<file path="config.mk">
export PLATFORM = sky130hd
export DESIGN_NAME = frame_buffer_writer
export DESIGN_NICKNAME = d
export VERILOG_FILES = /design/src/rtl/frame_buffer_writer.sv
export SDC_FILE = /design/constraint.sdc
export NUM_CORES = 1
export LEC_CHECK = 0
export CORE_MARGIN = 10
export CORE_UTILIZATION = 35
export DETAILED_ROUTE_END_ITERATION = 7
export SYNTH_ARGS = -nofsm -noshare
export SYNTH_HDL_FRONTEND = slang
export SYNTH_SLANG_ARGS = --single-unit
</file>
<file path="constraint.sdc">
create_clock -name iCLK -period 2.4 [get_ports iCLK]
set_clock_uncertainty 0.2 [all_clocks]
set_input_delay 0.48 -clock iCLK [delete_from_list [all_inputs] [get_ports iCLK]]
set_output_delay 0.48 -clock iCLK [all_outputs]
set_load 0.03 [all_outputs]
</file>
<file path="src/rtl/frame_buffer_writer.sv">
// Write-side controller for the pixel frame buffer: turns a raster-order valid/ready
// pixel stream into registered linear RAM writes and reports row/frame progress.
module frame_buffer_writer #(
  parameter int unsigned ROW_SIZE = 66,
  parameter int unsigned NUM_ROWS = 130,
  parameter int unsigned ADDR_W   = 14,
  parameter int unsigned DATA_W   = 8
) (
  input  logic              iCLK,
  input  logic              iRST,
  input  logic              iSTART,
  input  logic              iHOLD,
  input  logic              iPX_VALID,
  input  logic [DATA_W-1:0] iPX_DATA,
  output logic              oPX_READY,
  output logic              oWR_EN,
  output logic [ADDR_W-1:0] oWR_ADDR,
  output logic [DATA_W-1:0] oWR_DATA,
  output logic [7:0]        oROWS_DONE,
  output logic              oBUSY,
  output logic              oFRAME_DONE
);

  localparam int unsigned COL_W = (ROW_SIZE > 1) ? $clog2(ROW_SIZE) : 1;
  localparam int unsigned ROW_W = 8;

  typedef enum logic [1:0] {
    S_IDLE = 2'd0,
    S_LOAD = 2'd1,
    S_DONE = 2'd2
  } state_t;

  state_t              state_q;
  logic [COL_W-1:0]    col_q;
  logic [ROW_W-1:0]    row_q;
  logic [ADDR_W-1:0]   addr_q;
  logic                wr_en_q;
  logic [ADDR_W-1:0]   wr_addr_q;
  logic [DATA_W-1:0]   wr_data_q;
  logic [7:0]          rows_done_q;
  logic                frame_done_q;

  logic xfer_c;
  logic last_col_c;
  logic last_row_c;

  // Ready is a function of state and back-pressure only, never of iPX_VALID.
  assign oPX_READY  = (state_q == S_LOAD) && !iHOLD;
  assign xfer_c     = iPX_VALID && oPX_READY;
  assign last_col_c = (col_q == COL_W'(ROW_SIZE - 1));
  assign last_row_c = (row_q == ROW_W'(NUM_ROWS - 1));

  always_ff @(posedge iCLK or posedge iRST) begin
    if (iRST) begin
      state_q      <= S_IDLE;
      col_q        <= '0;
      row_q        <= '0;
      addr_q       <= '0;
      wr_en_q      <= 1'b0;
      wr_addr_q    <= '0;
      wr_data_q    <= '0;
      rows_done_q  <= '0;
      frame_done_q <= 1'b0;
    end else begin
      wr_en_q      <= 1'b0;
      frame_done_q <= 1'b0;
      case (state_q)
        S_IDLE: begin
          if (iSTART) begin
            state_q     <= S_LOAD;
            col_q       <= '0;
            row_q       <= '0;
            addr_q      <= '0;
            rows_done_q <= '0;
          end
        end
        S_LOAD: begin
          if (xfer_c) begin
            wr_en_q   <= 1'b1;
            wr_addr_q <= addr_q;
            wr_data_q <= iPX_DATA;
            addr_q    <= addr_q + ADDR_W'(1);
            // Column wrap closes a row; the last column of the last row ends the frame.
            if (last_col_c) begin
              col_q       <= '0;
              row_q       <= row_q + ROW_W'(1);
              rows_done_q <= rows_done_q + 8'd1;
              if (last_row_c) begin
                state_q      <= S_DONE;
                frame_done_q <= 1'b1;
              end
            end else begin
              col_q <= col_q + COL_W'(1);
            end
          end
        end
        S_DONE: begin
          state_q <= S_IDLE;
        end
        default: begin
          state_q <= S_IDLE;
        end
      endcase
    end
  end

  assign oWR_EN      = wr_en_q;
  assign oWR_ADDR    = wr_addr_q;
  assign oWR_DATA    = wr_data_q;
  assign oROWS_DONE  = rows_done_q;
  assign oFRAME_DONE = frame_done_q;
  assign oBUSY       = (state_q != S_IDLE);

endmodule

</file>
==> impl_metrics.tcl <==
set metrics [dict create \
    tightestPinTransition_ps 639 \
    finalCritPeriodShare_pct 92.9 \
    cp_max_fo 9 \
    wirelength_um 7320 \
    whs_ps 272 \
    synth.area.top_cells "dfrtp_1 (53%), nand2_1 (11%), o21ai_0 (3.2%)" \
    ir_worst_vdd_uv 417 \
    synth_top_area_share_pct 52.9 \
    cp-start-kind "flip-flop" \
    ys_warn_count 0 \
    avgSynthCellArea_sq_um 9.37 \
    worstHoldPathType "reg2reg" \
    port_buffers 46 \
    gr-usage-all-layers_pct 11.9 \
    overflow 0 \
    regArea_sq_um 1580 \
    critPathRequiredTime_ps 1720 \
    yosysSeqAreaShare_pct 52.9 \
    path_clk_slew_ps 70 \
    clk_latency_ps 340 \
    synth-edff-count 0 \
    rows 33 \
    nNetsFinal 405 \
    cts_buffers 9 \
    worstSetupEndpointType "output pin" \
    diodes 0 \
    synthFlopType "dfrtp_1" \
    synthCells 318 \
    die-area_sq_um 12600 \
    post-route-min-period_ps 2230 \
    h-tree-depth 3 \
    cap_violations 0 \
    cts_buffer_depth 2 \
    post-route-util_pct 47.3 \
    grt_pass1_vias 2551 \
    nFillCells 836 \
    vias 2544 \
    syn_nets 337 \
    ioPinCount 47 \
    p_per_area_nw_per_um2 720 \
    synth-async-reset-ratio_pct 100 \
    max_freq_ghz 0.449 \
    placed_cells 480 \
    multi_input_area_sq_um 1330 \
    first_pass_iters 4 \
    start_util_pct 36.1 \
    grt_max_degree 64 \
    arrival_ps 1550 \
    cts.sinks 63 \
    hold_viol_final 0 \
    root_buffer "clkbuf_8" \
    yosysMostFrequentCell "nand2_1" \
    grt_antenna_before_repair 0 \
    drt_iter0_drc 118 \
    ys_types 51 \
    avgViaCountPerCell 5.13 \
    instances_no_fill 496 \
    fp.dieW_um 112 \
    rsz0062_at_grt "no" \
    path_class "reg2out" \
    slew_headroom_pct 57.3 \
    placed_area_sq_um 3710 \
    wl_per_cell_um 14.8 \
    gp_congestion 0.805 \
    drive_above_1_share_pct 13.0 \
    status "finished, final reports clean" \
    die_y_um 112 \
    synth_common_cells "nand2_1 (87), dfrtp_1 (63), nor2_1 (23)" \
    drcViolationCount 0 \
    drv_slew 0 \
    ant_nets 0 \
    final-setup-viol-count 0 \
    synth_top_area_cell "dfrtp_1" \
    synth.ff_latch_count 63 \
    leakagePower_uw 0.00177 \
    grt_pass1_wl_um 12600 \
    dp_hpwl_um 5130 \
    syn2layout_area_growth_pct 31.1 \
    finalInstanceArea_sq_um 3910 \
    cts_tree "yes" \
    netlist_area_sq_um 2980 \
    design.core.area_sq_um 8260 \
]
[registers in the layout, summed over array words and instances, names as in the netlist]
register,count
oROWS_DONE,8
row_q,8
oWR_ADDR,14
addr_q,14
col_q,7
oWR_DATA,8
state_q,2
oFRAME_DONE,1
oWR_EN,1
[layout make-up]
class	instances	area share, %
well taps	105	3.36
multi-input cells	235	34.1
clock buffers	10	3.27
repair buffers	71	16.8
clock inverters	6	1.57
inverters	6	0.576
flip-flops and latches	63	40.3
[layer usage]
| metal | track usage (%) | part of all wire [%] | vias up |
|---|---|---|---|
| met3 | 5.06 | 7.2 | 8 |
| li1 | - | - | 1248 |
| met4 | 3.05 | 1.1 | 0 |
| met1 | 15.1 | 47 | 1221 |
| met5 | 0 | 0 | - |
| met2 | 18.1 | 45 | 67 |
[cells in the final DEF (no fill, tap or decap), drive strengths merged, types with 10 or more instances in the layout]
| master | count |
|---|---|
| clkbuf | 10 |
| nand2 | 87 |
| o21ai | 24 |
| nand4 | 10 |
| dfrtp | 63 |
| nand3 | 10 |
| buf | 26 |
| clkdlybuf4s50 | 44 |
| nor2 | 23 |
[what timing repair did]
item | in CTS | in global routing
gates resized for setup | 1 | 1
hold buffers | 0 | 0
setup buffers | 0 | 0
cloned | 0 | 0
setup endpoints to repair | 1 | 9
[cells by family (layout without fill, tap and decap cells)]
logic type                 Yosys count  count (layout)  synth area share (%)
and+or+nand+nor                    161             161                  26.1
buffers and inverters               20              93                  2.64
muxes                                1               1                 0.336
adders and majority gates            6               6                  2.52
AOI/OAI and AO/OA                   59              59                  13.1
DFF                                 63              63                  52.9
xor gates and xnor gates             8               8                  2.35
[report_power, final]
group | internal [uW] | switching, uW | leakage [uW]
clock network | 476 | 412 | 0.0000960
registers | 1200 | 149 | 0.000816
logic | 249 | 330 | 0.000855
[path summary, 6_finish.rpt]
| kind | from | to | slack [ps] | cells past startpoint |
|---|---|---|---|---|
| min | oWR_ADDR[8]$_DFFE_PP0P_ | oWR_ADDR[8]$_DFFE_PP0P_ | 270 | 2 |
| max | state_q[0]$_DFFE_PP0P_ | oBUSY | 170 | 2 |
| min in group asynchronous | iRST | oWR_ADDR[2]$_DFFE_PP0P_ | 300 | 3 |
| max reg2reg | state_q[0]$_DFFE_PP0P_ | addr_q[9]$_DFFE_PP0P_ | 180 | 5 |
| max in group asynchronous | iRST | row_q[1]$_DFFE_PP0P_ | 1390 | 3 |
| min reg2reg | oWR_ADDR[8]$_DFFE_PP0P_ | oWR_ADDR[8]$_DFFE_PP0P_ | 270 | 2 |
[worst max-delay path, cell delays in order (launching register included)]
cell and delay [ps]:
dfrtp_1 510, or2_2 340, dlygate4sd2_1 360
[through the flow]
step                setup WS [ps]  TNS (ps)  power [uW]
floorplan                     150         0        1700
global placement            -81.3      -101        1930
detailed placement          -92.1      -331        1950
CTS                          87.9         0        2850
global route                 70.7         0        2990
finish                        171         0        2810
No activity file was read; power rests on OpenSTA's default activity.
